--- src/rtl/adc_sample_scheduler.sv ---
// ---------------------------------------------------------------------------
// adc_sample_scheduler
//
// Shares one external ADC and its analog front-end mux among NUM_SRC sample
// requesters. A free-running slot timer sets a pending flag once per slot
// period. Each pending slot goes to one requesting source, picked round-robin.
// A granted slot does the following in order:
//   1. drives the mux select for that source;
//   2. waits for the analog path to settle, unless the select did not change;
//   3. pulses the ADC start request;
//   4. collects the conversion result, or gives up after a timeout.
// Each finished slot produces a one-cycle result strobe tagged with the
// source index.
//
// Ports
//   clk             system clock
//   reset           synchronous, active-high reset
//   enable          permits new grants; a slot already granted always completes
//   src_req         level request per source
//   src_mux_sel     packed mux value per source (source i at [i*MUX_W +: MUX_W])
//   hAdcReady_r1    ADC conversion done (one-cycle pulse)
//   hAdcValue_r1    ADC result, valid with hAdcReady_r1
//   ADC_SEL         external mux select; holds its value between slots
//   hAdcReq_ext     ADC start pulse
//   busy            a slot is in progress
//   result_valid    one-cycle result strobe
//   result_src      source index of the latest result
//   result_value    latest sample, 0 when the slot timed out
//   result_timeout  latest slot ended by timeout
// ---------------------------------------------------------------------------
module adc_sample_scheduler #(
  parameter int NUM_SRC         = 2,
  parameter int MUX_W           = 1,
  parameter int INTERVAL_CYCLES = 41946,
  parameter int SETTLE_CYCLES   = 1000,
  parameter int TIMEOUT_CYCLES  = 4096
) (
  input  logic                       clk,
  input  logic                       reset,
  input  logic                       enable,
  input  logic [NUM_SRC-1:0]         src_req,
  input  logic [NUM_SRC*MUX_W-1:0]   src_mux_sel,
  input  logic                       hAdcReady_r1,
  input  logic [13:0]                hAdcValue_r1,
  output logic [MUX_W-1:0]           ADC_SEL,
  output logic                       hAdcReq_ext,
  output logic                       busy,
  output logic                       result_valid,
  output logic [$clog2(NUM_SRC)-1:0] result_src,
  output logic [13:0]                result_value,
  output logic                       result_timeout
);

  localparam int SRC_W  = $clog2(NUM_SRC);
  localparam int SLOT_W = $clog2(INTERVAL_CYCLES + 1);
  localparam int SET_W  = $clog2(SETTLE_CYCLES + 1);
  localparam int TO_W   = $clog2(TIMEOUT_CYCLES + 1);

  localparam logic [SLOT_W-1:0] SLOT_LAST   = SLOT_W'(INTERVAL_CYCLES - 1);
  localparam logic [SET_W-1:0]  SETTLE_LAST = SET_W'(SETTLE_CYCLES - 1);
  localparam logic [TO_W-1:0]   TO_LAST     = TO_W'(TIMEOUT_CYCLES - 1);

  localparam logic [2:0] ST_IDLE   = 3'd0;
  localparam logic [2:0] ST_SETTLE = 3'd1;
  localparam logic [2:0] ST_REQ    = 3'd2;
  localparam logic [2:0] ST_WAIT   = 3'd3;
  localparam logic [2:0] ST_DONE   = 3'd4;

  // Source index (base + offs) wrapped into 0..NUM_SRC-1; offs < NUM_SRC.
  function automatic logic [SRC_W-1:0] rot_idx(input logic [SRC_W-1:0] base,
                                               input int offs);
    int sum_v;
    sum_v = int'(base) + offs;
    return SRC_W'((sum_v >= NUM_SRC) ? (sum_v - NUM_SRC) : sum_v);
  endfunction

  // State and counters
  logic [2:0]        state_r;
  logic [2:0]        state_nx_s;
  logic [SLOT_W-1:0] slot_cnt_r;
  logic              slot_pending_r;
  logic [SET_W-1:0]  settle_cnt_r;
  logic [TO_W-1:0]   to_cnt_r;
  logic [SRC_W-1:0]  rr_ptr_r;
  logic [SRC_W-1:0]  cur_r;

  // Registered outputs
  logic [MUX_W-1:0]  adc_sel_r;
  logic              result_valid_r;
  logic [SRC_W-1:0]  result_src_r;
  logic [13:0]       result_value_r;
  logic              result_timeout_r;

  // Combinational decode
  logic [MUX_W-1:0]  mux_tab_s [NUM_SRC];
  logic [SRC_W-1:0]  pick_s;
  logic              pick_found_s;
  logic              grant_s;
  logic              bypass_s;
  logic              wrap_s;
  logic              settle_done_s;
  logic              to_done_s;
  logic              finish_s;

  // Unpack the per-source mux values into an indexable table.
  for (genvar gi = 0; gi < NUM_SRC; gi++) begin : g_mux_tab
    assign mux_tab_s[gi] = src_mux_sel[gi*MUX_W +: MUX_W];
  end

  assign wrap_s        = (slot_cnt_r == SLOT_LAST);
  assign settle_done_s = (settle_cnt_r == SETTLE_LAST);
  assign to_done_s     = (to_cnt_r == TO_LAST);
  assign grant_s       = (state_r == ST_IDLE) && enable && slot_pending_r && pick_found_s;
  // No settle wait is needed when the analog path is already on this input.
  assign bypass_s      = (mux_tab_s[pick_s] == adc_sel_r);
  // A ready inside the wait window wins over a timeout in the same cycle.
  assign finish_s      = (state_r == ST_WAIT) && (hAdcReady_r1 || to_done_s);

  // Round-robin search: the lowest offset from rr_ptr_r with a request wins,
  // so scan from the highest offset down and let later hits overwrite.
  always_comb begin
    pick_s       = rr_ptr_r;
    pick_found_s = 1'b0;
    for (int k = NUM_SRC - 1; k >= 0; k--) begin
      if (src_req[rot_idx(rr_ptr_r, k)]) begin
        pick_s       = rot_idx(rr_ptr_r, k);
        pick_found_s = 1'b1;
      end else begin
        pick_s       = pick_s;
        pick_found_s = pick_found_s;
      end
    end
  end

  // Slot sequencing: next-state decode.
  always_comb begin
    state_nx_s = state_r;
    case (state_r)
      ST_IDLE: begin
        if (grant_s) begin
          state_nx_s = bypass_s ? ST_REQ : ST_SETTLE;
        end else begin
          state_nx_s = ST_IDLE;
        end
      end
      ST_SETTLE: begin
        if (settle_done_s) begin
          state_nx_s = ST_REQ;
        end else begin
          state_nx_s = ST_SETTLE;
        end
      end
      ST_REQ: begin
        state_nx_s = ST_WAIT;
      end
      ST_WAIT: begin
        if (finish_s) begin
          state_nx_s = ST_DONE;
        end else begin
          state_nx_s = ST_WAIT;
        end
      end
      ST_DONE: begin
        state_nx_s = ST_IDLE;
      end
      default: begin
        state_nx_s = ST_IDLE;
      end
    endcase
  end

  // Slot sequencing: state register.
  always_ff @(posedge clk) begin
    if (reset) begin
      state_r <= ST_IDLE;
    end else begin
      state_r <= state_nx_s;
    end
  end

  // Free-running slot timer and the pending-slot flag. A wrap in the same
  // cycle as a grant re-arms the flag, so the wrap takes priority.
  always_ff @(posedge clk) begin
    if (reset) begin
      slot_cnt_r     <= {SLOT_W{1'b0}};
      slot_pending_r <= 1'b0;
    end else begin
      if (wrap_s) begin
        slot_cnt_r <= {SLOT_W{1'b0}};
      end else begin
        slot_cnt_r <= slot_cnt_r + 1'b1;
      end
      if (wrap_s) begin
        slot_pending_r <= 1'b1;
      end else if (grant_s) begin
        slot_pending_r <= 1'b0;
      end else begin
        slot_pending_r <= slot_pending_r;
      end
    end
  end

  // Settle and timeout counters. Each runs only in its own state and is
  // zero everywhere else, so entering the state always starts from 0.
  always_ff @(posedge clk) begin
    if (reset) begin
      settle_cnt_r <= {SET_W{1'b0}};
      to_cnt_r     <= {TO_W{1'b0}};
    end else begin
      if ((state_r == ST_SETTLE) && !settle_done_s) begin
        settle_cnt_r <= settle_cnt_r + 1'b1;
      end else begin
        settle_cnt_r <= {SET_W{1'b0}};
      end
      if ((state_r == ST_WAIT) && !to_done_s) begin
        to_cnt_r <= to_cnt_r + 1'b1;
      end else begin
        to_cnt_r <= {TO_W{1'b0}};
      end
    end
  end

  // Grant latch (source and mux select), round-robin pointer and results.
  // Source and select are latched once at the grant, so later changes on
  // src_req / src_mux_sel cannot disturb a slot in progress.
  always_ff @(posedge clk) begin
    if (reset) begin
      cur_r            <= {SRC_W{1'b0}};
      rr_ptr_r         <= {SRC_W{1'b0}};
      adc_sel_r        <= {MUX_W{1'b0}};
      result_valid_r   <= 1'b0;
      result_src_r     <= {SRC_W{1'b0}};
      result_value_r   <= 14'd0;
      result_timeout_r <= 1'b0;
    end else begin
      if (grant_s) begin
        cur_r     <= pick_s;
        adc_sel_r <= mux_tab_s[pick_s];
      end else begin
        cur_r     <= cur_r;
        adc_sel_r <= adc_sel_r;
      end

      if (state_r == ST_DONE) begin
        rr_ptr_r <= rot_idx(cur_r, 1);
      end else begin
        rr_ptr_r <= rr_ptr_r;
      end

      // Results are staged on the WAIT->DONE edge so the strobe is high
      // exactly during DONE.
      result_valid_r <= finish_s;
      if (finish_s) begin
        result_src_r     <= cur_r;
        result_value_r   <= hAdcReady_r1 ? hAdcValue_r1 : 14'd0;
        result_timeout_r <= !hAdcReady_r1;
      end else begin
        result_src_r     <= result_src_r;
        result_value_r   <= result_value_r;
        result_timeout_r <= result_timeout_r;
      end
    end
  end

  assign ADC_SEL        = adc_sel_r;
  assign hAdcReq_ext    = (state_r == ST_REQ);
  assign busy           = (state_r != ST_IDLE);
  assign result_valid   = result_valid_r;
  assign result_src     = result_src_r;
  assign result_value   = result_value_r;
  assign result_timeout = result_timeout_r;

endmodule

--- config.mk ---
export PLATFORM = sky130hd
export DESIGN_NAME = adc_sample_scheduler
export DESIGN_NICKNAME = d
export VERILOG_FILES = /design/src/rtl/adc_sample_scheduler.sv
export SDC_FILE = /design/constraint.sdc
export NUM_CORES = 1
export LEC_CHECK = 0
export BUFFER_PORTS_ARGS = -buffer_cell sky130_fd_sc_hd__clkbuf_2
export CAP_MARGIN = 20
export CORE_ASPECT_RATIO = 0.8
export CORE_MARGIN = 1.5
export CORE_UTILIZATION = 50
export CTS_BUF_LIST = sky130_fd_sc_hd__clkbuf_8
export DETAILED_ROUTE_END_ITERATION = 16
export MAX_ROUTING_LAYER = met4
export PLACE_DENSITY = 0.75
export SLEW_MARGIN = 20
export SYNTH_ARGS = -nofsm -noshare
export SYNTH_HDL_FRONTEND = slang
export SYNTH_SLANG_ARGS = --single-unit
export TNS_END_PERCENT = 1
--- constraint.sdc ---
create_clock -name clk -period 1.65 [get_ports clk]
set_clock_uncertainty 0.1 [all_clocks]
set_input_delay 0.33 -clock clk [delete_from_list [all_inputs] [get_ports clk]]
set_output_delay 0.33 -clock clk [all_outputs]
set_load 0.02 [all_outputs]
==> run metrics <==
startpoint types flop; Rel. slew slack about four fifths; Critical R2R Capture state_r[1]$_SDFF_PP0_; post-layout util between 60 and 70%; sequential share of power about 54%; mapped cell area approximately 2500 um2; Yosys reg bits 63; Top FF cell, synth dfxtp_1; Worst EP arrival around 1200 ps; CP max stage delay around 400 ps; via count about 2,100; Vias/cell between 5 and 6; routed wire length 5229 um; Reg area roughly 1300 um2; RSZ-0062 raised after global routing yes; fill cell count 391; fmax approximately 600 MHz; antenna violations before repair 0; share of post-route cells with drive strength above 1 around a third; required time of the critical path about 1200 ps; status complete, but fails checks; crit-path max FO 4; area leader, netlist dfxtp_1; net switching fraction of the power between 20% and 30%; final net count 370; Synthesized Nets between 200 and 300; final setup margin -16.35 ps; synth top area cells dfxtp_1 50%, nor2_1 8.6%, xor2_1 6.2%; post-synthesis cell count about 270; crit path to busy; worst slack, placed -0.8643 ps; diode count 0; vias in the first global route about 1,900; Int Power between 2000 and 2500 uW; core region area between 4000 and 5000 um2; worst setup path start state_r[0]$_SDFF_PP0_; full die area approximately 5500 um2; Crit path buffers/inverters 1; cts hold-fix bufs 0; total I/O pin count 42; syn_area_per_cell around 9.5 um2; RR Startpoint settle_cnt_r[0]$_SDFF_PP0_; Pre-antenna DRT Iters 4; CTS Buf Count 9; Starting Density between 50% and 60%; HPWL after detailed placement ~3600 um; post-synthesis cell type count 39; final setup fails 1; Worst Hold Class in2reg; clock share of power 43.0%; reg2reg setup slack around 30 ps; WP depth 2; clk slew on worst S/H paths 70 ps; Commonest cells post-synth 63 x dfxtp_1, 58 x nor2_1, 18 x xor2_1, 17 x nand2_1; Max IR drop VDD slightly above 0.0006 V; Area Growth Syn to Fin 30.83%; Fin. Hold Viols 0; yosys warns 0; Crit Path Category reg2out; area occupied by multi-input gates about 1300 um2; Slew Viols, Final 0; Die Wd roughly 83 um; CP max stage cell or3_4; MaxCap Viol Count 0; Async SR Flop Fraction 0%; GPL Wtd Cong a little over 0.7; failing checks negative setup slack; PortBufs a little over 40; sequential area share after synthesis between 40% and 50%; WL per Instance around 13 um; DR DRC count 0; Total Routing Usage GR a little over a fifth; Die H between 60 and 70 um; Yosys top cell area share about 50%; Worst Reg-to-Reg Cells 6; clk_lat worst skew about 340 ps; actual slew at the worst max-slew pin slightly above 300 ps; Max Root-Sink Buffers 2; FP Rows 23; cells along the critical path or3_4 > buf_8; Iteration-0 DRC Markers 96; post-route antenna net violation count 0; cell family with most CP delay simple AND/OR/NAND/NOR gates; crit share post-route 101.0%; P_sw ~670 uW; combinational fraction of design power under 10%; Sum Neg Setup Slack -16.35 ps; global-route wire length before repair 8383 um; H-Tree Depth 3; Critical Path End Type output port; largest net degree at the start of global routing 15; Cell Pwr Density between 800 and 900 nW/um2; CTS tree yes; leakage power around 0.0013 uW; most numerous cell in the Yosys netlist dfxtp_1; post-route minimum period 1666 ps; overall power roughly 2800 uW; number of synthesized flops with an enable pin 0; Sink Count 63; root buffer cell clkbuf_8; total gr overflow 0
## metal layers
| layer | share of wire, % | GRT usage, % |
|---|---|---|
| met1 | 47 | 25.51 |
| met2 | 45 | 31.81 |
| met3 | 6.7 | 6.986 |
| met4 | 1.4 | 9.792 |
| met5 | 0 | - |
## repair_timing
action / 4_1_cts / 5_1_grt
pin swaps: 3 / 3
endpoints found under the setup margin: 15 / 46
resized for setup: 12 / 20
gates cloned: 0 / 0
buffers inserted: 3 / 0
## state kept, by name, summed over array words and instances, names as in the netlist
signal	cells
ADC_SEL	1
cur_r	1
state_r	3
result_src	1
result_valid	1
settle_cnt_r	10
to_cnt_r	13
result_timeout	1
slot_cnt_r	16
result_value	14
slot_pending_r	1
rr_ptr_r	1
## worst min path at each step
stage                                         endpoint                     start  depth (start not counted)  slack [ps]
after CTS                 result_value[1]$_SDFFE_PP0P_           hAdcValue_r1[1]                          2          80
after global placement        slot_cnt_r[0]$_SDFF_PP0_  slot_cnt_r[0]$_SDFF_PP0_                          1         350
after floorplan            result_timeout$_SDFFE_PP0P_              hAdcReady_r1                          1         320
after global routing      result_value[1]$_SDFFE_PP0P_           hAdcValue_r1[1]                          2          90
after detailed placement      slot_cnt_r[0]$_SDFF_PP0_  slot_cnt_r[0]$_SDFF_PP0_                          1         360
final                     result_value[1]$_SDFFE_PP0P_           hAdcValue_r1[1]                          2          90
## worst register-to-register path: stages, from the launching register on
cell and delay, ps:
dfxtp_1 380, ha_4 150, nor4bb_2 270, nand3_1 130, nor3b_1 210, a21oi_1 70
a311oi_2 240
## cells in the final DEF, fill, tap and decap left out, drive strengths merged, types with 2 or more instances in the layout
cell	count
a311oi	2
clkinv	3
nand3	13
buf	32
xor2	18
or3	2
nor3b	3
and4	3
xnor2	14
nor3	3
dfxtp	63
a22o	14
nand2	17
a21oi	6
and3	6
clkbuf	50
mux2i	3
inv	6
nand4	8
o21ai	5
ha	4
nand2b	2
nor2	59
or2	2
## final cells by class
cell class	count	share of cell area, %
Inverter	4	0.4510
Clock buffer	10	4.134
Timing Repair Buffer	72	14.43
Sequential cell	63	38.33
Clock inverter	6	1.315
Tap cell	62	2.330
Multi-Input combinational cell	194	39.01
## cells by family (layout without fill, tap and decap cells)
| kind of cell | after synthesis | count (layout) | share of synthesized area (%) |
|---|---|---|---|
| XOR/XNOR | 32 | 32 | 11.01 |
| AND/OR/NAND/NOR | 124 | 124 | 24.14 |
| AO/OA/AOI/OAI | 30 | 30 | 8.899 |
| flip-flops | 63 | 63 | 49.56 |
| buffers and inverters | 12 | 92 | 2.802 |
| multiplexers | 4 | 4 | 1.622 |
| adder cells (fa/ha/maj) | 4 | 4 | 1.967 |
## power groups by stage
| stage | Combinational [uW] | Sequential (uW) | Clock (uW) |
|---|---|---|---|
| after floorplan | 41.1 | 1570 | 0 |
| after global placement | 78.8 | 1570 | 0 |
| after detailed placement | 78.8 | 1570 | 0 |
| after CTS | 79.8 | 1530 | 1250 |
| after global routing | 92.3 | 1530 | 1310 |
| final | 83.2 | 1530 | 1220 |
## through the flow
step	instance area, um2	cells	hold slack, ps
detailed placement	3007	392	355.0
finish	3329	411	92.12
floorplan	2545	269	324.6
global route	3329	411	91.05
global placement	3007	392	346.4
CTS	3253	411	78.28
Power figures use the tool's default switching activity.
